[src/rtl/ahb_pkg.sv]
// Shared AHB-Lite encodings and the arbiter FSM state type.
package ahb_pkg;
  localparam logic [1:0] HTRANS_IDLE   = 2'b00;
  localparam logic [1:0] HTRANS_NONSEQ = 2'b10;
  localparam logic [2:0] HSIZE_WORD    = 3'b010;
  localparam logic [2:0] HBURST_SINGLE = 3'b000;
  localparam logic [1:0] HRESP_OKAY    = 2'b00;

  typedef enum logic [1:0] {
    IDLE = 2'b00,
    ADDR = 2'b01,
    DATA = 2'b10
  } arb_state_t;
endpackage

[src/rtl/rr_arb2.sv]
// Two-way round-robin pick; last_grant flips to the winner on each accepted grant.
module rr_arb2 (
  input  logic       gclk,
  input  logic       grst_n,
  input  logic [1:0] req,
  input  logic       adv,
  output logic       pick,
  output logic       any
);
  logic last_q, last_d;

  always_comb begin
    any    = |req;
    // On a tie the port that did not win last time goes; otherwise the lone requester.
    pick   = (&req) ? ~last_q : req[1];
    last_d = adv ? pick : last_q;
  end

  // Reset to port 1 so port 0 wins the first tie.
  always_ff @(posedge gclk or negedge grst_n) begin
    if (!grst_n) last_q <= 1'b1;
    else         last_q <= last_d;
  end
endmodule

[src/rtl/ahb_rom_arbiter.sv]
// Shares one AHB ROM slave between fetch (m0) and load (m1) ports; one single
// word read in flight, registered responses, error on bad HRESP or timeout.
module ahb_rom_arbiter
  import ahb_pkg::*;
#(
  parameter int ADDR_W  = 10,
  parameter int TIMEOUT = 8
) (
  input  logic              HCLK,
  input  logic              HRESETn,
  input  logic              m0_req,
  input  logic [ADDR_W-1:0] m0_addr,
  output logic              m0_gnt,
  output logic              m0_rvalid,
  output logic [31:0]       m0_rdata,
  output logic              m0_err,
  input  logic              m1_req,
  input  logic [ADDR_W-1:0] m1_addr,
  output logic              m1_gnt,
  output logic              m1_rvalid,
  output logic [31:0]       m1_rdata,
  output logic              m1_err,
  output logic              HSEL,
  output logic [ADDR_W-1:0] HADDR,
  output logic [1:0]        HTRANS,
  output logic              HWRITE,
  output logic [2:0]        HSIZE,
  output logic [2:0]        HBUST,
  output logic [31:0]       HWDATA,
  input  logic [31:0]       HRDATA,
  input  logic              HREADY,
  input  logic [1:0]        HRESP
);
  localparam int NP    = 2;
  localparam int CNT_W = (TIMEOUT > 2) ? $clog2(TIMEOUT) : 1;
  localparam logic [CNT_W-1:0] CNT_LAST = CNT_W'(TIMEOUT - 1);

  logic [NP-1:0]             req;
  logic [NP-1:0][ADDR_W-1:0] addr;
  logic                      pick, any, adv;

  assign req  = {m1_req, m1_req & 1'b0 | m0_req & 1'b0 | m1_req & 1'b0} | {1'b0, m0_req};
  assign addr = {m1_addr, m0_addr};

  rr_arb2 u_arb (
    .gclk  (HCLK),
    .grst_n(HRESETn),
    .req   (req),
    .adv   (adv),
    .pick  (pick),
    .any   (any)
  );

  arb_state_t                state_q, state_d;
  logic [CNT_W-1:0]          cnt_q, cnt_d;
  logic                      owner_q, owner_d;
  logic                      hsel_q, hsel_d;
  logic [1:0]                htrans_q, htrans_d;
  logic [ADDR_W-1:0]         haddr_q, haddr_d;
  logic [NP-1:0]             gnt_q, gnt_d;
  logic [NP-1:0]             rvalid_q, rvalid_d;
  logic [NP-1:0]             err_q, err_d;
  logic [NP-1:0][31:0]       rdata_q, rdata_d;

  always_comb begin
    state_d  = state_q;
    cnt_d    = cnt_q;
    owner_d  = owner_q;
    hsel_d   = 1'b0;
    htrans_d = HTRANS_IDLE;
    haddr_d  = haddr_q;
    gnt_d    = '0;
    rvalid_d = '0;
    err_d    = '0;
    rdata_d  = '0;
    adv      = 1'b0;
    case (state_q)
      IDLE: begin
        if (any) begin
          adv           = 1'b1;
          owner_d       = pick;
          hsel_d        = 1'b1;
          htrans_d      = HTRANS_NONSEQ;
          haddr_d       = addr[pick] & ~ADDR_W'(3);
          gnt_d[pick]   = 1'b1;
          state_d       = ADDR;
        end
      end
      ADDR: begin
        cnt_d   = '0;
        state_d = DATA;
      end
      DATA: begin
        // A ready beat wins over the timeout on the same edge.
        if (HREADY) begin
          rvalid_d[owner_q] = 1'b1;
          if (HRESP != HRESP_OKAY) err_d[owner_q]   = 1'b1;
          else                     rdata_d[owner_q] = HRDATA;
          state_d = IDLE;
        end else if (cnt_q == CNT_LAST) begin
          rvalid_d[owner_q] = 1'b1;
          err_d[owner_q]    = 1'b1;
          state_d           = IDLE;
        end else begin
          cnt_d = cnt_q + 1'b1;
        end
      end
      default: state_d = IDLE;
    endcase
  end

  always_ff @(posedge HCLK or negedge HRESETn) begin
    if (!HRESETn) begin
      state_q  <= IDLE;
      cnt_q    <= '0;
      owner_q  <= 1'b0;
      hsel_q   <= 1'b0;
      htrans_q <= HTRANS_IDLE;
      haddr_q  <= '0;
      gnt_q    <= '0;
      rvalid_q <= '0;
      err_q    <= '0;
      rdata_q  <= '0;
    end else begin
      state_q  <= state_d;
      cnt_q    <= cnt_d;
      owner_q  <= owner_d;
      hsel_q   <= hsel_d;
      htrans_q <= htrans_d;
      haddr_q  <= haddr_d;
      gnt_q    <= gnt_d;
      rvalid_q <= rvalid_d;
      err_q    <= err_d;
      rdata_q  <= rdata_d;
    end
  end

  assign m0_gnt    = gnt_q[0];
  assign m1_gnt    = gnt_q[1];
  assign m0_rvalid = rvalid_q[0];
  assign m1_rvalid = rvalid_q[1];
  assign m0_err    = err_q[0];
  assign m1_err    = err_q[1];
  assign m0_rdata  = rdata_q[0];
  assign m1_rdata  = rdata_q[1];
  assign HSEL      = hsel_q;
  assign HADDR     = haddr_q;
  assign HTRANS    = htrans_q;
  assign HWRITE    = 1'b0;
  assign HSIZE     = HSIZE_WORD;
  assign HBUST     = HBURST_SINGLE;
  assign HWDATA    = '0;
endmodule

[config.mk]
export PLATFORM = sky130hd
export DESIGN_NAME = ahb_rom_arbiter
export DESIGN_NICKNAME = d
export VERILOG_FILES = /design/src/rtl/ahb_pkg.sv /design/src/rtl/rr_arb2.sv /design/src/rtl/ahb_rom_arbiter.sv
export SDC_FILE = /design/constraint.sdc
export NUM_CORES = 1
export LEC_CHECK = 0
export BUFFER_PORTS_ARGS = -buffer_cell sky130_fd_sc_hd__clkbuf_2
export CORE_MARGIN = 4
export CORE_UTILIZATION = 45
export CTS_CLUSTER_DIAMETER = 100
export DETAILED_ROUTE_END_ITERATION = 12
export HOLD_SLACK_MARGIN = 0.02
export PLACE_DENSITY_LB_ADDON = 0.12
export SLEW_MARGIN = 20
export SYNTH_ARGS = -nofsm -noshare
export SYNTH_HDL_FRONTEND = slang
export SYNTH_SLANG_ARGS = --single-unit
export TNS_END_PERCENT = 1
[constraint.sdc]
create_clock -name HCLK -period 1.64 [get_ports HCLK]
set_input_delay 0.246 -clock HCLK [delete_from_list [all_inputs] [get_ports HCLK]]
set_output_delay 0.246 -clock HCLK [all_outputs]
set_load 0.01 [all_outputs]
==> reports/qor.txt <==
Setup TNS - 0 ns
End of the worst hold path - HADDR[4]$_DFFE_PN0P_
DRC viols - 0
Most frequent cells after synthesis - dfrtp_1, and3_1, buf_4, nand2_1, clkbuf_1
Drt total wl - 7290 um
Synth top area share - 62.7%
Crit end category - flop
N_diodes - 0
Most frequent cell after synthesis - dfrtp_1
First-pass GRT wire length - 11000 um
Synth top area cells - dfrtp_1, and3_1, buf_4
Source of the worst hold timing path - m1_addr[4]
Worst Tran Pin Value - 0.864 ns
Die H - 94.9 um
Switching Power - 1.55 mW
Switching Fraction - 29.7%
Seq/Total Area, Yosys - 63.4%
Yosys warns - 0
Vias in the first global route - 2228
Slowest library cell on the worst path - a221o_1
Layout cells sized above 1 - 40.2%
Min-Delay Path Class - input pin to flop
Gate power share - 23.7%
P per Cell Area - 1230 nW/um^2
WP data arrival - 1.67 ns
Fmax - 690 MHz
Sequential power share - 48.3%
Reg2Reg Depth - 3
Reg clk slew, reported paths - 0.08 ns
Leak pwr - 2.63 nW
Gr usage total - 16.2%
Slew HR - 42.0%
Layout Cells excl Fill - 517
Die footprint - 9000 um^2
Post-Syn Area - 3390 um^2
Fin. Hold Viols - 0
Largest family of logic cells by synthesized area - simple AND/OR/NAND/NOR gates
Synth Area in Adders - 0.737%
CP peak stage delay - 0.46 ns
Number of synthesized register bits - 86
Hold-critical path depth - 2
CTS tree - yes
Final Slew Violations - 0
Critical path launch point type - flop
Async SR Flop Fraction - 100%
Final HPWL DP - 5280 um
Drt pass-1 iters - 4
Detailed-route via count - 2386
Reg2reg start - state_q[1]$_DFFE_PN0P_
Yosys top cell by area - dfrtp_1
WS Path Type - flop to flop
Mapped Cells - 279
Syn avg cell area - 12.2 um^2
Status - complete, no violations
XOR/XNOR share of the synthesized area - 0%
Clock power share - 28.0%
Largest net degree at the start of global routing - 87
Final period util - 88.4%
Grt total ovfl - 0
WL/cell - 14.1 um
Initial Util - 46.6%
RR Endpoint - HADDR[9]$_DFFE_PN0P_
Layout area overhead - 25.1%
Clock latency on the worst-skew pair - 0.33 ns
Max clock buf depth - 2
Setup Skew - 0.00731 ns
Number of port buffers - 134
Vias per cell - 4.62
Mux share of post-synthesis cell area - 0.627%
Pint - 3.66 mW
Post-Synth Simple-Gate Area - 17.4%
Core footprint - 7290 um^2
RSZ-0062 raised after global routing - no
Final Setup Violations - 0
Compound-Gate Fraction of Synth Area - 4.46%
Distinct cells, synth - 28
I/O Pins - 181
Post-synth EDFFs - 0
Die Wd - 94.9 um
Max-Cap Viols - 0
Synth Flop Type - dfrtp_1
Initial antenna violation count - 0
Worst R2R Setup Slack - 0.19 ns
Post-DRT Antenna Nets - 0
Maximum fanout along the worst path - 12
Fin nets - 474
DP Cell Count - 500
Worst Path Required - 1.86 ns
Post-CTS Resized - 0
Final min period - 1.45 ns
Rows - 31
Htree depth - 3
DRT iter0 DRCs - 55
Num CTS Buffers - 9
CP Cell Sequence - nor2_2 -> o21ai_1 -> a221o_1
Max IR drop VDD - 0.679 mV
Clock sink count - 86
Routability cong. - 0.767
Root Buffer - clkbuf_8
==> cell usage in the layout, fill, tap and decap left out, types with 2 or more instances in the layout <==
cell type / Yosys / final
nor2_1: 6 / 4
ha_1: 2 / 2
clkbuf_8: 0 / 10
nand2_1: 13 / 13
conb_1: 2 / 42
buf_4: 44 / 9
a221o_1: 8 / 8
inv_1: 3 / 3
clkinv_2: 0 / 2
a31oi_1: 2 / 2
and3_1: 65 / 65
o21ai_0: 3 / 3
nor2_2: 1 / 2
nor3_1: 10 / 10
buf_12: 0 / 3
a21o_1: 2 / 2
dfrtp_1: 85 / 85
clkbuf_2: 0 / 133
a211oi_1: 2 / 2
nor2_4: 1 / 2
nor2b_1: 3 / 3
==> power by group through the flow <==
stage / Sequential [mW] / Clock, mW / Combinational [mW]
2_1_floorplan: 2.62 / 0 / 0.804
3_3_place_gp: 2.55 / 0 / 1.23
3_5_place_dp: 2.56 / 0 / 1.24
4_1_cts: 2.52 / 1.50 / 1.25
5_1_grt: 2.56 / 1.60 / 1.38
6_report: 2.52 / 1.46 / 1.24
==> layout make-up <==
cell class,instances,area [um^2]
fillers,655,3050
flip-flops and latches,86,2150
multi-input cells,167,955
repair buffers,146,803
clock buffers,11,141
well taps,99,124
clock inverters,5,57.6
inverters,3,11.3
==> routing by layer <==
layer | wire, um | GRT usage [%]
met5 | 0 | 0
met4 | 121 | 8.29
met3 | 613 | 3.51
met2 | 3620 | 26.5
met1 | 2940 | 20.2
==> sequential cells by signal, indices dropped and copies added, names as in the netlist <==
signal and flops:
HADDR 8, HTRANS 1, cnt_q 3, err_q 2, gnt_q 2, m0_rdata 32
m1_rdata 32, owner_q 1, rvalid_q 2, state_q 2, u_arb.last_q 1
==> through the flow <==
stage          utilization [%]  setup slack [ns]  instance area [um^2]  power (mW)  hold slack [ns]
2_1_floorplan                -             0.286                  3540        3.42          -0.0496
6_report                  58.2             0.190                  4250        5.22            0.136
3_3_place_gp              55.4             0.225                  4040        3.78            0.314
4_1_cts                   58.2             0.186                  4250        5.27            0.116
5_1_grt                   58.2            0.0817                  4250        5.54            0.117
3_5_place_dp              55.4             0.207                  4040        3.81            0.313
==> worst max path at each step <==
stage	slack [ns]	to	cells after the start	start
finish	0.19	HADDR[9]$_DFFE_PN0P_	3	state_q[1]$_DFFE_PN0P_
global route	0.08	HADDR[9]$_DFFE_PN0P_	3	state_q[1]$_DFFE_PN0P_
CTS	0.19	HADDR[9]$_DFFE_PN0P_	3	state_q[1]$_DFFE_PN0P_
detailed placement	0.21	HADDR[9]$_DFFE_PN0P_	3	state_q[1]$_DFFE_PN0P_
global placement	0.23	HADDR[9]$_DFFE_PN0P_	3	state_q[1]$_DFFE_PN0P_
floorplan	0.29	m0_rdata[0]$_DFF_PN0_	5	state_q[0]$_DFFE_PN0P_
==> kinds of logic (layout without fill, tap and decap cells) <==
group / count (synthesis) / count (layout)
buffers and inverters: 66 / 165
AO/OA/AOI/OAI: 19 / 19
AND/OR/NAND/NOR: 102 / 102
other: 2 / 42
adder cells (fa/ha/maj): 2 / 2
multiplexers: 2 / 2
flip-flops: 86 / 86
==> worst max-delay path, delay by kind of cell (launching register included) <==
kind	cells	cell delay (ns)
simple gates	1	0.15
compound gates	2	0.77
flops	1	0.43
==> timing repair <==
item                      4_1_cts  5_1_grt
hold buffers                    1        0
hold endpoints to repair       85        0
buffers inserted                0        0
Power figures use the tool's default switching activity.
